[src/rtl/pixel_frame_writer.sv]
// AXI4 write-burst master: drains packed pixel words and writes one frame as fixed INCR bursts.
// Optional macro DOUBLE_BUF_EN: ping-pong between two frame buffers at FRAME_BASE and FRAME_BASE+frame size.
module pixel_frame_writer #(
    parameter int                    DATA_W            = 32,
    parameter int                    ADDR_W            = 32,
    parameter int                    MST_ID_W          = 5,
    parameter int                    TRANS_DATA_LEN_W  = 8,
    parameter int                    TRANS_DATA_SIZE_W = 3,
    parameter int                    TRANS_RESP_W      = 2,
    parameter logic [MST_ID_W-1:0]   MST_ID            = 5'd1,
    parameter int                    BURST_LEN         = 16,
    parameter int                    FRAME_WORDS       = 4800,
    parameter logic [ADDR_W-1:0]     FRAME_BASE        = 32'h0
) (
    input  logic                         clk_i,
    input  logic                         rst_i,
    input  logic                         frame_start_i,
    input  logic [DATA_W-1:0]            pxl_data_i,
    input  logic                         pxl_valid_i,
    output logic                         pxl_ready_o,
    output logic [MST_ID_W-1:0]          s_awid_o,
    output logic [ADDR_W-1:0]            s_awaddr_o,
    output logic [TRANS_DATA_LEN_W-1:0]  s_awlen_o,
    output logic [TRANS_DATA_SIZE_W-1:0] s_awsize_o,
    output logic                         s_awvalid_o,
    input  logic                         s_awready_i,
    output logic [DATA_W-1:0]            s_wdata_o,
    output logic                         s_wlast_o,
    output logic                         s_wvalid_o,
    input  logic                         s_wready_i,
    input  logic [MST_ID_W-1:0]          s_bid_i,
    input  logic [TRANS_RESP_W-1:0]      s_bresp_i,
    input  logic                         s_bvalid_i,
    output logic                         s_bready_o,
    output logic                         frame_done_o,
    output logic                         ovr_o,
    output logic                         err_o,
    output logic                         buf_sel_o
);

    localparam int NUM_BURSTS  = FRAME_WORDS / BURST_LEN;
    localparam int BURST_CNT_W = (NUM_BURSTS > 1) ? $clog2(NUM_BURSTS) : 1;

    localparam logic [TRANS_DATA_LEN_W-1:0]  AW_LEN      = TRANS_DATA_LEN_W'(BURST_LEN - 1);
    localparam logic [TRANS_DATA_SIZE_W-1:0] AW_SIZE     = TRANS_DATA_SIZE_W'($clog2(DATA_W / 8));
    localparam logic [ADDR_W-1:0]            BURST_BYTES = ADDR_W'(BURST_LEN * (DATA_W / 8));
    localparam logic [BURST_CNT_W-1:0]       LAST_BURST  = BURST_CNT_W'(NUM_BURSTS - 1);

    typedef enum logic [1:0] {
        ST_IDLE = 2'd0,
        ST_AW   = 2'd1,
        ST_W    = 2'd2,
        ST_B    = 2'd3
    } state_t;

    state_t                        r_state;
    logic [ADDR_W-1:0]             r_addr;
    logic [TRANS_DATA_LEN_W-1:0]   r_beat;
    logic [BURST_CNT_W-1:0]        r_burst;
    logic                          r_frame_done;
    logic                          r_ovr;
    logic                          r_err;

    logic                          w_in_w;
    logic                          w_w_hs;
    logic [ADDR_W-1:0]             w_frame_base;

`ifdef DOUBLE_BUF_EN
    localparam logic [ADDR_W-1:0] FRAME_BYTES = ADDR_W'(FRAME_WORDS * (DATA_W / 8));

    logic r_cur;
    logic r_buf_sel;
    logic w_frame_end;

    assign w_frame_end  = (r_state == ST_B) & s_bvalid_i & (r_burst == LAST_BURST);
    assign w_frame_base = r_cur ? (FRAME_BASE + FRAME_BYTES) : FRAME_BASE;
    assign buf_sel_o    = r_buf_sel;

    // buf_sel_o reports the buffer just completed; r_cur already points at the next one.
    always_ff @(posedge clk_i or posedge rst_i) begin
        if (rst_i) begin
            r_cur     <= 1'b0;
            r_buf_sel <= 1'b0;
        end else if (w_frame_end) begin
            r_cur     <= ~r_cur;
            r_buf_sel <= r_cur;
        end
    end
`else
    assign w_frame_base = FRAME_BASE;
    assign buf_sel_o    = 1'b0;
`endif

    // NOTE: the W channel is a zero-latency combinational path from the FIFO; no data register.
    assign w_in_w      = (r_state == ST_W);
    assign w_w_hs      = w_in_w & pxl_valid_i & s_wready_i;
    assign pxl_ready_o = w_w_hs;
    assign s_wvalid_o  = w_in_w & pxl_valid_i;
    assign s_wdata_o   = pxl_data_i;
    assign s_wlast_o   = w_in_w & (r_beat == AW_LEN);

    assign s_awid_o    = MST_ID;
    assign s_awaddr_o  = r_addr;
    assign s_awlen_o   = AW_LEN;
    assign s_awsize_o  = AW_SIZE;
    assign s_awvalid_o = (r_state == ST_AW);
    assign s_bready_o  = (r_state == ST_B);

    assign frame_done_o = r_frame_done;
    assign ovr_o        = r_ovr;
    assign err_o        = r_err;

    // NOTE: reset is asynchronous and active-high; every state register is cleared here.
    always_ff @(posedge clk_i or posedge rst_i) begin
        if (rst_i) begin
            r_state      <= ST_IDLE;
            r_addr       <= FRAME_BASE;
            r_beat       <= '0;
            r_burst      <= '0;
            r_frame_done <= 1'b0;
            r_ovr        <= 1'b0;
            r_err        <= 1'b0;
        end else begin
            r_frame_done <= 1'b0;
            r_ovr        <= frame_start_i & (r_state != ST_IDLE);
            case (r_state)
                ST_IDLE: begin
                    if (frame_start_i) begin
                        r_state <= ST_AW;
                        r_addr  <= w_frame_base;
                        r_beat  <= '0;
                        r_burst <= '0;
                        r_err   <= 1'b0;
                    end
                end
                ST_AW: begin
                    if (s_awready_i) begin
                        r_state <= ST_W;
                        r_addr  <= r_addr + BURST_BYTES;
                    end
                end
                ST_W: begin
                    if (w_w_hs) begin
                        if (r_beat == AW_LEN) begin
                            r_beat  <= '0;
                            r_state <= ST_B;
                        end else begin
                            r_beat <= r_beat + 1'b1;
                        end
                    end
                end
                ST_B: begin
                    if (s_bvalid_i) begin
                        // A bad response is flagged but the burst still counts toward the frame.
                        if ((s_bresp_i != '0) || (s_bid_i != MST_ID)) begin
                            r_err <= 1'b1;
                        end
                        if (r_burst == LAST_BURST) begin
                            r_burst      <= '0;
                            r_state      <= ST_IDLE;
                            r_frame_done <= 1'b1;
                        end else begin
                            r_burst <= r_burst + 1'b1;
                            r_state <= ST_AW;
                        end
                    end
                end
                default: r_state <= ST_IDLE;
            endcase
        end
    end

endmodule

[config.mk]
export PLATFORM = sky130hd
export DESIGN_NAME = pixel_frame_writer
export DESIGN_NICKNAME = d
export VERILOG_FILES = /design/src/rtl/pixel_frame_writer.sv
export SDC_FILE = /design/constraint.sdc
export NUM_CORES = 1
export LEC_CHECK = 0
export BUFFER_PORTS_ARGS = -buffer_cell sky130_fd_sc_hd__buf_2
export CELL_PAD_IN_SITES_DETAIL_PLACEMENT = 0
export CELL_PAD_IN_SITES_GLOBAL_PLACEMENT = 1
export CORE_AREA = 2 2 104 106
export DETAILED_ROUTE_END_ITERATION = 16
export DIE_AREA = 0 0 106 108
export PLACE_DENSITY = 0.79
export SETUP_SLACK_MARGIN = 0.05
export SLEW_MARGIN = 20
export SYNTH_ARGS = -nofsm -noshare
export SYNTH_HDL_FRONTEND = slang
export SYNTH_SLANG_ARGS = --single-unit
[constraint.sdc]
create_clock -name clk_i -period 1.8 [get_ports clk_i]
set_clock_uncertainty 0.1 [all_clocks]
set_input_delay 0.27 -clock clk_i [delete_from_list [all_inputs] [get_ports clk_i]]
set_output_delay 0.27 -clock clk_i [all_outputs]
set_load 0.1 [all_outputs]
==> impl_metrics.csv <==
group,metric,value,unit
synthesis,synth_area,3160,sq um
sta,grt_setup_unrepaired,"yes",
synthesis,ys_ff_latch,48,
hold_path,hold_depth,3,
route,drt_iter0_drc,113,
global_route,antenna_found_initial,0,
sta,fmax,0.509,GHz
status,violations,"negative setup slack",
critical_path,crit_path_start,"r_state[0]",
clock_tree,cts_buffers,5,
critical_path,cpMostUsedCell,"buf_6",
power,ir_drop,0.482,mV
critical_path,r2r_slack,-0.17,ns
placement,place_congestion,0.805,
hold_path,hold_class,"in2reg",
power,p_per_area,1330,nW/um^2
critical_path,crit_required,1.90,ns
route,post_drt_wl_per_cell,13.7,um
route,viasPerCell,4.59,
cells_and_area,syn_to_final_growth,38.1,%
critical_path,r2r_start,"r_state[0]",
cells_and_area,n_fill_cell,965,
floorplan,ios,135,
synthesis,synth_top_area_frac,0.380,
power,leakage,0.00205,uW
cells_and_area,design_area,4360,sq um
floorplan,core,10200,sq um
critical_path,critPathBufInv,4,
synthesis,ys_types,45,
cells_and_area,ff_latch_area,1250,sq um
clock_tree,clockBufferDepth,2,
job,drv_cap,0,
critical_path,r2r_cells,10,
critical_path,reg2reg_to,"r_state[0]",
clock_tree,clkSlewWorstSetupHoldPaths,0.09,ns
global_route,grt_pass1_vias,2501,
floorplan,die_w,106,um
clock_tree,cts.sinks,48,
clock_tree,cts_max_level,2,
route,first_pass_iters,4,
sta,setup_ws,-0.165,ns
route,dr_total_vias,2531,
critical_path,cp-end-kind,"flop",
synthesis,synth_area_leader_cell,"dfrtp_1",
floorplan,start_util,0.309,
critical_path,cp_max_fo,4,
floorplan,dieArea,11400,sq um
critical_path,criticalPathCategory,"reg2reg",
floorplan,die-height,108,um
cells_and_area,diodes,0,
synthesis,ys_seq_area_frac,0.380,
sta,setup_viol,32,
critical_path,cp_slowest_cell,"dfrtp_2",
critical_path,cp_top_family,"simple AND/OR/NAND/NOR gates",
global_route,grt_max_degree,49,
placement,port_buffers,47,
critical_path,cpPeakStageDelay,0.44,ns
sta,drv_slew,0,
synthesis,synth_edf_count,0,
synthesis,yosys-top-cells-area,"dfrtp_1 38%, buf_4 13%, xnor2_1 5.8%, nor2_1 4.0%, ha_1 3.2%",
route,drc,0,
synthesis,avgSynthCellArea,9.08,sq um
critical_path,worstSetupStartpointType,"flop",
global_route,grt-ovfl-total,0,
clock_tree,cts-root-buf,"clkbuf_8",
sta,fin_crit,1.97,ns
placement,placed_area,3720,sq um
critical_path,cp_cell_sequence,"buf_6, ha_4, or2b_4, buf_12, buf_4, buf_6, nand3_4, a21oi_4, and4b_1, a21oi_1",
global_route,grtUsageTotal,0.134,
critical_path,worst_ep_arrival_time,2.07,ns
route,antenna_left,0,
synthesis,syn_inst,348,
cells_and_area,multi_input_area,1960,sq um
cells_and_area,final_core_util,0.426,
sta,fin_crit_sh,1.09,
synthesis,synth-main-ff-cell,"dfrtp_1",
cells_and_area,drive_above_1_share,0.487,
route,routed_wl,7.57,mm
placement,dpl.hpwl,5.07,mm
clock_tree,clock_latency,0.31,ns
clock_tree,cts_tree,"done",
status,status,"finished, violations left",
global_route,grt_pass1_wl,12.2,mm
synthesis,synthArstFlopShare,1.00,
hold_path,min_from,"s_bvalid_i",
cells_and_area,fin_nets,468,
floorplan,num_rows,37,
sta,hold_viol_final,0,
hold_path,hold_path_end,"frame_done_o",
synthesis,yosysWarnings,0,
-- area by class of cell --
type                            instances  share of cell area
Multi-Input combinational cell        245               0.450
Sequential cell                        48               0.288
Timing Repair Buffer                  101               0.190
Tap cell                              136              0.0390
Clock buffer                            6              0.0189
Inverter                               13              0.0123
Clock inverter                          2             0.00229
-- synthesized netlist by cell type, types with 8 or more instances --
| library cell | number |
|---|---|
| nand2_1 | 24 |
| nand3_1 | 19 |
| xnor2_1 | 21 |
| nor2_1 | 34 |
| a21oi_1 | 11 |
| nor3_1 | 11 |
| ha_1 | 8 |
| buf_4 | 55 |
| o21ai_0 | 19 |
| dfrtp_1 | 48 |
| and3_1 | 8 |
| inv_1 | 13 |
-- through the flow --
step / setup TNS (ns) / instances / setup slack, ns / hold WS (ns) / total power, uW
6_report: -2.42 / 551 / -0.165 / 0.120 / 5780
5_1_grt: -5.40 / 551 / -0.222 / 0.132 / 6100
4_1_cts: -1.76 / 536 / -0.142 / 0.108 / 5320
3_5_place_dp: -1.42 / 516 / -0.127 / 0.235 / 4290
3_3_place_gp: -0.237 / 516 / -0.0466 / 0.235 / 4260
2_1_floorplan: -4.04 / 369 / -0.262 / 0.285 / 3880
-- where the power goes --
part	internal [uW]	switching, uW
Sequential	1250	157
Combinational	1430	2250
Clock	308	385
Total	2990	2790
-- worst register-to-register path: cells and delay by family (launching register included) --
kind	cells	cell delay, ns
simple gates	3	0.52
compound gates	2	0.20
flops	1	0.44
fa+ha+maj	1	0.16
buf+inv	4	0.43
-- layer usage --
| layer | part of all wire | track usage | up-vias |
|---|---|---|---|
| li1 | - | - | 1242 |
| met1 | 0.45 | 0.172 | 1234 |
| met2 | 0.50 | 0.216 | 49 |
| met3 | 0.045 | 0.0362 | 6 |
| met4 | 0.0071 | 0.0498 | 0 |
| met5 | 0 | 0 | - |
-- cells in the final DEF, fill, tap and decap left out, drive strengths merged, types with 9 or more instances in the layout --
cell type  instances
nand2             25
nor4              11
dfrtp             48
inv               13
nor2              34
xnor2             21
nand4              9
nand3             21
conb              23
nor3              11
buf              100
o21ai             19
a21oi             11
-- worst max path at each step --
| stage | end | cells after the start |
|---|---|---|
| 4_1_cts | s_awaddr_o[29] | 8 |
| 5_1_grt | r_state[0] | 10 |
| 2_1_floorplan | s_awaddr_o[27] | 7 |
| 6_report | r_state[0] | 10 |
| 3_5_place_dp | s_awaddr_o[20] | 7 |
| 3_3_place_gp | s_awaddr_o[20] | 7 |
-- timing repair --
item / 4_1_cts / 5_1_grt
endpoints found under the hold margin: 48 / 0
hold buffers: 1 / 0
pin swaps: 19 / 42
gates cloned: 0 / 0
setup buffers: 11 / 17
setup endpoints to repair: 44 / 51
resized for setup: 30 / 42
-- state kept, by name (all words and copies together), names as in the netlist --
name	count
frame_done_o	1
r_state	2
r_beat	8
err_o	1
s_awaddr_o	26
r_burst	9
ovr_o	1
-- kinds of logic (layout without fill, tap and decap cells) --
kind of cell	after synthesis	after routing	share of synthesized area
adders and majority gates	8	8	0.0317
DFF	48	48	0.380
AOI/OAI and AO/OA	40	40	0.0764
and+or+nand+nor	145	145	0.269
muxes	2	2	0.00792
other	2	23	0.00238
xor gates and xnor gates	27	27	0.0749
buffers and inverters	76	122	0.157
Power figures use the tool's default switching activity.
